$ cat src/rtl/iter_sched.sv
`default_nettype none
// iter_sched: LDPC iteration scheduler that sequences channel load, VN/CN circulant
// steps and syndrome checks until convergence or MAX_ITER iterations.
module iter_sched #(
  parameter int MAX_ITER      = 30,
  parameter int LOG2MAX_ITER  = 5,
  parameter int CIRC_SIZE     = 3,
  parameter int LOG2CIRC_SIZE = 2
) (
  input  logic                     clk,
  input  logic                     rst,
  input  logic                     start_i,
  input  logic                     abort_i,
  input  logic                     load_done_i,
  input  logic                     step_ack_i,
  input  logic                     syn_valid_i,
  input  logic                     syn_zero_i,
  output logic [3:0]               state_o,
  output logic                     busy_o,
  output logic                     done_o,
  output logic                     success_o,
  output logic [LOG2MAX_ITER-1:0]  iter_count_o,
  output logic                     load_req_o,
  output logic                     step_req_o,
  output logic                     vr_process_o,
  output logic                     neighbor_o,
  output logic                     syndrome_o,
  output logic [LOG2CIRC_SIZE-1:0] circ_node_o
);

  typedef enum logic [3:0] {
    S_IDLE = 4'd0,
    S_LOAD = 4'd1,
    S_VN   = 4'd2,
    S_CN   = 4'd3,
    S_SYN  = 4'd4,
    S_DONE = 4'd5
  } state_t;

  localparam logic [LOG2MAX_ITER-1:0]  C_ITER_LAST = LOG2MAX_ITER'(MAX_ITER - 1);
  localparam logic [LOG2CIRC_SIZE-1:0] C_CIRC_LAST = LOG2CIRC_SIZE'(CIRC_SIZE - 1);

  state_t                     state_q, state_d;
  logic [LOG2MAX_ITER-1:0]    iter_q, iter_d;
  logic [LOG2CIRC_SIZE-1:0]   circ_q, circ_d;
  logic                       success_q, success_d;
  logic                       load_req_q, step_req_q, vr_q, nb_q, syn_q, done_q, busy_q;

  always_comb begin
    state_d   = state_q;
    iter_d    = iter_q;
    circ_d    = circ_q;
    success_d = success_q;
    if (abort_i && (state_q != S_IDLE)) begin
      state_d = S_IDLE;
      circ_d  = '0;
    end else begin
      case (state_q)
        S_IDLE: begin
          if (start_i) begin
            state_d   = S_LOAD;
            iter_d    = '0;
            circ_d    = '0;
            success_d = 1'b0;
          end
        end
        S_LOAD: begin
          if (load_done_i) state_d = S_VN;
        end
        S_VN, S_CN: begin
          if (step_ack_i) begin
            if (circ_q == C_CIRC_LAST) begin
              circ_d  = '0;
              state_d = (state_q == S_VN) ? S_CN : S_SYN;
            end else begin
              circ_d = circ_q + LOG2CIRC_SIZE'(1);
            end
          end
        end
        S_SYN: begin
          // A zero syndrome wins even on the final permitted iteration.
          if (syn_valid_i) begin
            if (syn_zero_i) begin
              success_d = 1'b1;
              state_d   = S_DONE;
            end else if (iter_q == C_ITER_LAST) begin
              success_d = 1'b0;
              state_d   = S_DONE;
            end else begin
              iter_d  = iter_q + LOG2MAX_ITER'(1);
              state_d = S_VN;
            end
          end
        end
        S_DONE:  state_d = S_IDLE;
        default: state_d = S_IDLE;
      endcase
    end
  end

  // Decoded outputs are registered from the next state so they align with state_q.
  always_ff @(posedge clk or posedge rst) begin
    if (rst) begin
      state_q    <= S_IDLE;
      iter_q     <= '0;
      circ_q     <= '0;
      success_q  <= 1'b0;
      load_req_q <= 1'b0;
      step_req_q <= 1'b0;
      vr_q       <= 1'b0;
      nb_q       <= 1'b0;
      syn_q      <= 1'b0;
      done_q     <= 1'b0;
      busy_q     <= 1'b0;
    end else begin
      state_q    <= state_d;
      iter_q     <= iter_d;
      circ_q     <= circ_d;
      success_q  <= success_d;
      load_req_q <= (state_d == S_LOAD);
      step_req_q <= (state_d == S_VN) || (state_d == S_CN);
      vr_q       <= (state_d == S_VN);
      nb_q       <= (state_d == S_CN);
      syn_q      <= (state_d == S_SYN);
      done_q     <= (state_d == S_DONE);
      busy_q     <= (state_d != S_IDLE);
    end
  end

  assign state_o      = state_q;
  assign iter_count_o = iter_q;
  assign circ_node_o  = circ_q;
  assign success_o    = success_q;
  assign load_req_o   = load_req_q;
  assign step_req_o   = step_req_q;
  assign vr_process_o = vr_q;
  assign neighbor_o   = nb_q;
  assign syndrome_o   = syn_q;
  assign done_o       = done_q;
  assign busy_o       = busy_q;

endmodule
`default_nettype wire

$ cat config.mk
export PLATFORM = sky130hd
export DESIGN_NAME = iter_sched
export DESIGN_NICKNAME = d
export VERILOG_FILES = /design/src/rtl/iter_sched.sv
export SDC_FILE = /design/constraint.sdc
export NUM_CORES = 1
export LEC_CHECK = 0
export ABC_AREA = 1
export CAP_MARGIN = 20
export CELL_PAD_IN_SITES_DETAIL_PLACEMENT = 0
export CELL_PAD_IN_SITES_GLOBAL_PLACEMENT = 1
export CORE_UTILIZATION = 37
export DETAILED_ROUTE_END_ITERATION = 8
export GPL_TIMING_DRIVEN = 0
export PLACE_DENSITY = 0.84
export SYNTH_ARGS = -nofsm -noshare
export SYNTH_HDL_FRONTEND = slang
export SYNTH_SLANG_ARGS = --single-unit
$ cat constraint.sdc
create_clock -name clk -period 3.95 [get_ports clk]
set_clock_uncertainty 0.15 [all_clocks]
set_input_delay 0.79 -clock clk [delete_from_list [all_inputs] [get_ports clk]]
set_output_delay 0.79 -clock clk [all_outputs]
set_load 0.02 [all_outputs]
Word-level counts from Yosys, hierarchy flattened
Cells that the tools add are included.
{"block": "op_classes", "n_addsub": 2, "mul": 0, "n_div": 0, "n_lt_le_gt_ge": 0, "eq_ne": 18, "n_shift": 0, "mux": 25, "bitwise_logic": 1, "reduce_logical": 11}
{"operator": "$mux W4", "n": 6}
{"operator": "$mux W5", "n": 4}
{"operator": "$eq A4 B2 Y1 const B", "n": 4}
{"operator": "$pmux W4 S4", "n": 1}
{"operator": "$eq A4 B3 Y1 const B", "n": 3}
{"operator": "$pmux W5 S2", "n": 1}
{"operator": "$mux W3", "n": 3}
{"operator": "$ne A3 B3 Y1 const B", "n": 3}
{"operator": "$eq A4 B1 Y1 const B", "n": 2}
{"operator": "$mux W2", "n": 4}
{"operator": "$ne A2 B2 Y1 const B", "n": 4}
{"operator": "$reduce_bool A4 Y1", "n": 2}
{"operator": "$reduce_and A6 Y1", "n": 1}
{"operator": "$add A5 B1 Y5 const B", "n": 1}
{"operator": "$eq A5 B5 Y1 const B", "n": 1}
{"operator": "$reduce_and A5 Y1", "n": 1}
{"operator": "$logic_not A4 Y1", "n": 1}
{"operator": "$mux W1", "n": 4}
{"operator": "$pmux W2 S2", "n": 1}
{"operator": "$reduce_and A3 Y1", "n": 1}
{"operator": "$reduce_bool A3 Y1", "n": 1}
{"operator": "$add A2 B1 Y2 const B", "n": 1}
{"operator": "$eq A2 B2 Y1 const B", "n": 1}
{"operator": "$pmux W1 S2", "n": 1}
{"operator": "other kinds (5)", "n": 5}
{"block": "totals", "register_bits": 19, "latch_bits": 0, "ramBits": 0, "romBits": 0, "output_inout_bits": 19, "word_cells": 68, "memories": 0}

Logic depth before layout (Yosys ltp)
Gate-level depths: netlist of run 1.
{"block": "logic_depth", "word_depth": 8, "ltp_mapped": 13, "depth_no_buf": 13}

Worst setup path after synthesis of run 1
Ideal clock, no wire load.
{"block": "synth_timing", "path_type": "input to register", "startpoint": "in step_ack_i", "endpoint": "reg done_q, in the netlist done_o", "setup_ps": 72, "arrival_ps": 1472, "required_time_ps": 3728, "slack_ps": 2256, "stages": 8, "n_path_buf": 0, "path_cell_list": "nand2_1 -> nor2_1 -> nand2_1 -> nand2_1 -> nand2_1 -> nor2_2 -> nand3_1 -> nor2_1"}
{"block": "synth_via", "elab_chain_len": 4}
{"element": "start: declaration", "line_no": "15", "source": "input logic step_ack_i,"}
{"element": "$mux W4", "line_no": "71", "source": "if (step_ack_i) begin"}
{"element": "$pmux W4 S4", "line_no": "58", "source": "case (state_q)"}
{"element": "$mux W4", "line_no": "54", "source": "if (abort_i && (state_q != S_IDLE)) begin"}
{"element": "$eq A4 B3 Y1", "line_no": "125", "source": "done_q <= (state_d == S_DONE);"}
{"element": "end signal: assignment", "line_no": "125"}
{"element": "end: declaration", "line_no": "47", "source": "logic load_req_q, step_req_q, vr_q, nb_q, syn_q, done_q, busy_q;"}
No other way between the ends.
A chain may end at the register's enable or synchronous reset.

Final worst setup path of run 1
{"block": "layout_timing", "startpoint": "reg state_q[2], in the netlist state_o[2]", "endpoint": "out state_o[2]"}
{"element": "start: declaration", "line_no": "43", "source": "state_t state_q, state_d;"}
{"element": "start signal: assignment", "line_no": "116", "source": "state_q <= state_d;"}
{"element": "end: declaration", "line_no": "18", "source": "output logic [3:0] state_o,"}
No word-level cell between the ends.

==> results of run 1 <==
## sequential cells by signal (all words and copies together) (netlist names)
name	flops
vr_process_o	1
circ_node_o	2
state_o	4
success_o	1
step_req_o	1
busy_o	1
done_o	1
load_req_o	1
neighbor_o	1
syndrome_o	1
iter_count_o	5
## layout by cell type (no fill, tap or decap), types with 2 or more instances in the layout
master,netlist,routed
nand2_1,36,36
clkdlybuf4s50_1,0,26
dfrtp_1,19,19
inv_1,17,17
nor2_1,14,14
nand3_1,12,12
o21ai_0,8,8
nor2_4,4,4
nand2_2,3,3
xor2_1,3,3
clkbuf_4,0,3
nand2_4,2,2
nand3b_1,2,2
inv_2,2,2
nor2_2,2,2
o21ai_2,2,2
ha_1,2,2
## synthesized netlist by cell type
library cell	n
nor2_1	14
dfrtp_1	19
or2_1	1
ha_1	2
nand3_1	12
nor2_4	4
nor3_2	1
o21ai_2	2
nand2_1	36
nand3b_1	2
conb_1	1
nand2_2	3
o21ai_1	1
inv_1	17
nor2_2	2
nand4_1	1
nand2_4	2
o21ai_0	8
xor2_1	3
inv_2	2
## area by class of cell
| cell class | instances | area (sq um) | area share, % |
|---|---|---|---|
| Multi-Input combinational cell | 95 | 502 | 36.5 |
| Clock buffer | 3 | 22.5 | 1.64 |
| Tap cell | 30 | 37.5 | 2.73 |
| Clock inverter | 1 | 7.51 | 0.545 |
| Timing Repair Buffer | 26 | 260 | 18.9 |
| Inverter | 19 | 71.3 | 5.18 |
| Sequential cell | 19 | 475 | 34.5 |
## cells by family (layout without fill, tap and decap cells)
kind of cell,Yosys count,in the layout
and+or+nand+nor,78,78
AOI/OAI and AO/OA,11,11
DFF,19,19
buffers and inverters,19,49
adders and majority gates,2,2
xor gates and xnor gates,3,3
other,1,1
## where the power goes
part | switching, mW | internal [mW]
sequential | 0.00380 | 0.199
combinational | 0.0393 | 0.0249
clock | 0.0638 | 0.0385
## layer usage
layer | GRT usage [%] | vias up | share of wire (%)
li1 | - | 470 | -
met5 | 0 | - | 0
met2 | 21.3 | 18 | 42
met1 | 22.3 | 409 | 52
met3 | 4.45 | 2 | 5.2
met4 | 3.21 | 0 | 0.68
## worst min-delay path by stage
stage | slack [ns] | end | from | cells past startpoint
after CTS | 0.34 | success_o$_DFFE_PP0P_ | success_o$_DFFE_PP0P_ | 2
after detailed placement | 0.31 | success_o$_DFFE_PP0P_ | success_o$_DFFE_PP0P_ | 2
after floorplan | 0.43 | success_o$_DFFE_PP0P_ | success_o$_DFFE_PP0P_ | 2
after global placement | 0.31 | success_o$_DFFE_PP0P_ | success_o$_DFFE_PP0P_ | 2
after global routing | 0.38 | success_o$_DFFE_PP0P_ | success_o$_DFFE_PP0P_ | 2
final | 0.33 | success_o$_DFFE_PP0P_ | success_o$_DFFE_PP0P_ | 2
## through the flow
step / hold WS (ns) / utilization [%] / area (sq um)
floorplan: 0.427 / - / 1050
global placement: 0.305 / 52.4 / 1350
detailed placement: 0.309 / 52.4 / 1350
CTS: 0.338 / 53.6 / 1380
global route: 0.380 / 53.6 / 1380
finish: 0.331 / 53.6 / 1380
==> flow_metrics.py, run 1 <==
metrics = {
    "setup_path": {
        "reg2reg_to": "done_o$_DFF_PP0_",
        "crit_required_ns": 3.01,
        "criticalPathCategory": "reg -> out",
        "reg2reg_slack_ns": 2.29,
        "crit_chain": "clkdlybuf4s50_1",
        "critical_path.max_stage_delay_ns": 0.66,
        "r2r_cells": 10,
        "reg2reg_from": "iter_count_o[1]$_DFFE_PP0P_",
        "crit_cells": 1,
        "path_delay_family": "buffers and inverters",
        "critPathSlowestCell": "clkdlybuf4s50_1",
        "crit_path_end_kind": "output pin",
        "arrival_ns": 1.46,
        "endpoint": "state_o[2]",
        "startpoint_type": "flop",
        "crit_start": "state_o[2]$_DFF_PP0_",
        "worst-path-buf-inv": 1,
        "crit_fanout": 5,
    },
    "finish": {
        "num_antenna_cells": 0,
        "area_growth_pct": 31.3,
        "finish.net_count": 174,
        "fin_cells": 193,
        "drive_gt1_share_pct": 12.3,
        "fillerInstances": 262,
    },
    "routing": {
        "drt.antenna.violating_nets": 0,
        "vias": 899,
        "first_pass_iters": 4,
        "detail_route.wl_per_cell_microns": 11.4,
        "drcViolationCount": 0,
        "wl_microns": 2190,
        "vias_per_cell": 4.66,
        "drtIter0Drc": 19,
    },
    "logic_synthesis": {
        "synthTopCellsByArea": "dfrtp_1 45%, nand2_1 13%, inv_1 6.1%",
        "yosysWarnings": 0,
        "synth.mux.area_fraction_pct": 0,
        "yosys.area_share.simple_pct": 36.6,
        "synth-compound-area-share_pct": 5.97,
        "syn_nets": 143,
        "synth_area_per_cell_sq_um": 7.88,
        "yosysTopAreaCell": "dfrtp_1",
        "synth-xor-area-share_pct": 2.51,
        "synthCells": 133,
        "synth.top_cell.area_share_pct": 45.3,
        "seq_area_frac_synth_pct": 45.3,
        "ys_ff_latch": 19,
        "synth_fa_ha_area_share_pct": 2.39,
        "synth_top_family_by_area": "simple AND/OR/NAND/NOR gates",
        "synth_area_sq_um": 1050,
        "synth_cell_types": 20,
    },
    "timing": {
        "grt_setup_unrepaired": "false",
        "finalCriticalPeriod_ns": 2.40,
        "setup_tns_ns": 0,
        "fin_ws_ns": 1.55,
        "slew_viol_final": 0,
        "finalCritPeriodShare_pct": 60.8,
        "setup_viol": 0,
        "worstMarginPinSlew_ns": 0.696,
        "max_freq_mhz": 417,
        "max_slew_margin_pct": 53.5,
        "hold_violations": 0,
    },
    "clock_network": {
        "insertion_delay_ns": 0.30,
        "cts_buffers": 3,
        "cts_tree": "yes",
        "clock_sinks": 19,
        "cts.htree.levels": 1,
        "clkSlewWorstSetupHoldPaths_ns": 0.12,
        "post_cts_resize_count": 0,
        "cts_root_buf": "clkbuf_4",
        "cts_setup_buffers": 0,
        "cts_buffer_depth": 2,
        "cts_hold_buf": 0,
    },
    "pwr": {
        "power.total_mw": 0.370,
        "peakVddDrop_uv": 216,
        "p_per_area_nw_per_um2": 269,
        "leakage_nw": 0.684,
    },
    "place": {
        "dp_slack_ns": 1.62,
        "dpl.hpwl_microns": 1650,
        "port_buffers": 26,
        "dp.cells": 189,
        "place.gp.congestion": 0.763,
    },
    "floorplanning": {
        "rows": 18,
        "die_w_microns": 55.2,
        "ios": 27,
        "initial_core_util_pct": 40.8,
        "core_area_sq_um": 2570,
        "die_h_microns": 55.2,
        "fp.dieArea_sq_um": 3050,
    },
    "status": {
        "status": "completed",
    },
    "global_route": {
        "grt_use_total_pct": 14.9,
        "grt_start_max_net_pins": 20,
        "antenna_found_initial": 0,
        "overflow": 0,
        "grt_pass1_vias": 814,
        "grt_pass1_wl_microns": 3670,
    },
    "worst_hold_path": {
        "hp-class": "reg -> reg",
    },
    "job": {
        "cap_violations": 0,
    },
}
Power figures use the tool's default switching activity.
==> inputs of run 2 (changes only) <==
--- a/config.mk
+++ b/config.mk
@@ -9,10 +9,10 @@
 export CAP_MARGIN = 20
 export CELL_PAD_IN_SITES_DETAIL_PLACEMENT = 0
 export CELL_PAD_IN_SITES_GLOBAL_PLACEMENT = 1
-export CORE_UTILIZATION = 37
+export CORE_UTILIZATION = 31
 export DETAILED_ROUTE_END_ITERATION = 8
 export GPL_TIMING_DRIVEN = 0
-export PLACE_DENSITY = 0.84
+export PLACE_DENSITY = 0.75
 export SYNTH_ARGS = -nofsm -noshare
 export SYNTH_HDL_FRONTEND = slang
 export SYNTH_SLANG_ARGS = --single-unit
==> constraint.sdc (replaced) <==
create_clock -name clk -period 2.1 [get_ports clk]
set_clock_uncertainty 0.15 [all_clocks]
set_input_delay 0.42 -clock clk [delete_from_list [all_inputs] [get_ports clk]]
set_output_delay 0.42 -clock clk [all_outputs]
set_load 0.02 [all_outputs]
==> flow_metrics.py, run 2 (synthesis gave the netlist of run 1 again) <==
metrics = {
    "floorplanning": {
        "rows": 20,
        "fp.dieArea_sq_um": 3620,
        "die_w_microns": 60.2,
        "initial_core_util_pct": 33.5,
        "core_area_sq_um": 3130,
        "ios": 27,
        "die_h_microns": 60.2,
    },
    "status": {
        "status": "completed",
    },
    "clock_network": {
        "clock_sinks": 19,
        "cts_buffers": 3,
        "cts_tree": "yes",
        "cts_setup_buffers": 0,
        "cts_hold_buf": 0,
        "cts.htree.levels": 1,
        "insertion_delay_ns": 0.30,
        "clkSlewWorstSetupHoldPaths_ns": 0.11,
        "cts_root_buf": "clkbuf_4",
        "cts_buffer_depth": 2,
    },
    "timing": {
        "hold_violations": 0,
        "fin_ws_ns": 0.0886,
        "setup_viol": 0,
        "worstMarginPinSlew_ns": 0.722,
        "slew_viol_final": 0,
        "max_freq_mhz": 497,
        "max_slew_margin_pct": 51.8,
        "grt_setup_unrepaired": "false",
        "finalCritPeriodShare_pct": 95.8,
        "finalCriticalPeriod_ns": 2.01,
        "setup_tns_ns": 0,
    },
    "finish": {
        "largest_reg_flops": 5,
        "final_cell_mix": "36 x nand2_1, 26 x clkdlybuf4s50_1, 18 x dfrtp_1",
        "num_antenna_cells": 0,
        "area_growth_pct": 32.8,
        "final_common_cell": "nand2_1",
        "fillerInstances": 336,
        "finish.net_count": 174,
        "drive_gt1_share_pct": 12.9,
    },
    "pwr": {
        "switchingPower_mw": 0.199,
        "peakVddDrop_uv": 257,
        "clock_power_share_pct": 27.3,
        "leakage_nw": 0.686,
        "p_seq_share_pct": 55.3,
        "switching_share_pct": 28.8,
        "p_per_area_nw_per_um2": 497,
        "pwr-share-comb_pct": 17.4,
        "intPower_mw": 0.493,
    },
    "worst_hold_path": {
        "hold_path_depth": 2,
        "hp-class": "reg -> reg",
    },
    "place": {
        "port_buffers": 26,
        "dpl.hpwl_microns": 1730,
        "place.gp.congestion": 0.747,
        "dp_slack_ns": 0.134,
    },
    "setup_path": {
        "arrival_ns": 1.44,
        "startpoint_type": "flop",
        "critPathSlowestCell": "clkdlybuf4s50_1",
        "crit_path_end_kind": "output pin",
        "crit_required_ns": 1.53,
        "worst-path-buf-inv": 1,
        "crit_chain": "clkdlybuf4s50_1",
        "path_delay_family": "buffers and inverters",
        "critical_path.max_stage_delay_ns": 0.65,
        "r2r_cells": 9,
        "crit_cells": 1,
        "crit_fanout": 5,
        "criticalPathCategory": "reg -> out",
    },
    "global_route": {
        "grt_pass1_wl_microns": 3850,
        "overflow": 0,
        "grt_start_max_net_pins": 20,
        "antenna_found_initial": 0,
        "grt_use_total_pct": 14.7,
        "grt_pass1_vias": 931,
    },
    "routing": {
        "drcViolationCount": 0,
        "wl_microns": 2220,
        "vias_per_cell": 4.45,
        "drt.antenna.violating_nets": 0,
        "detail_route.wl_per_cell_microns": 10.7,
        "vias": 922,
        "first_pass_iters": 4,
        "drtIter0Drc": 40,
    },
    "job": {
        "cap_violations": 0,
    },
}
## run 2: changes by cell type in the layout (fill, tap and decap cells not counted), sizes merged
cell and delta:
clkinv +1, clkinvlp -1
## run 2: final timing paths
check | start | end | slack (ns)
hold / removal | success_o$_DFFE_PP0P_ | success_o$_DFFE_PP0P_ | 0.34
hold reg to reg | success_o$_DFFE_PP0P_ | success_o$_DFFE_PP0P_ | 0.34
max in group asynchronous | rst | state_o[2]$_DFF_PP0_ | 0.93
min in group asynchronous | rst | iter_count_o[3]$_DFFE_PP0P_ | 0.37
setup / recovery | state_o[3]$_DFF_PP0_ | state_o[3] | 0.09
setup reg to reg | iter_count_o[0]$_DFFE_PP0P_ | busy_o$_DFF_PP0_ | 0.43
## run 2: metal layers
metal | track usage (%) | wire [microns]
met1 | 17.6 | 999
met2 | 25.3 | 1130
met3 | 4.33 | 78
met4 | 3.99 | 10
met5 | 0 | 0
## run 2: stage by stage
step	cells	hold slack (ns)	utilization, %	power, mW	area [sq um]
floorplan	133	0.221	-	0.462	1050
CTS	207	0.338	44.5	0.702	1390
detailed placement	203	0.311	43.6	0.512	1360
global placement	203	0.306	43.6	0.510	1360
global route	207	0.391	44.5	0.729	1390
finish	207	0.335	44.5	0.692	1390
## run 2: what timing repair did
item | in CTS | in global routing
endpoints found under the setup margin | 0 | 1
resized for setup | 0 | 1
endpoints found under the hold margin | 0 | 0
## run 2: power groups by stage
| stage | Combinational (mW) | Clock [mW] | Sequential (mW) |
|---|---|---|---|
| detailed placement | 0.122 | 0 | 0.390 |
| finish | 0.120 | 0.189 | 0.382 |
| global placement | 0.120 | 0 | 0.389 |
| global route | 0.134 | 0.211 | 0.384 |
| floorplan | 0.0620 | 0 | 0.400 |
| CTS | 0.123 | 0.196 | 0.383 |
## run 2: area by class of cell
type	count	area [sq um]	share of cell area (%)
tap	44	55.1	3.95
sequential	19	477	34.2
multi-input combinational	95	502	36.0
timing repair buffer	26	260	18.7
clock inverter	1	5.00	0.359
clock buffer	3	22.5	1.62
inverter	19	71.3	5.12
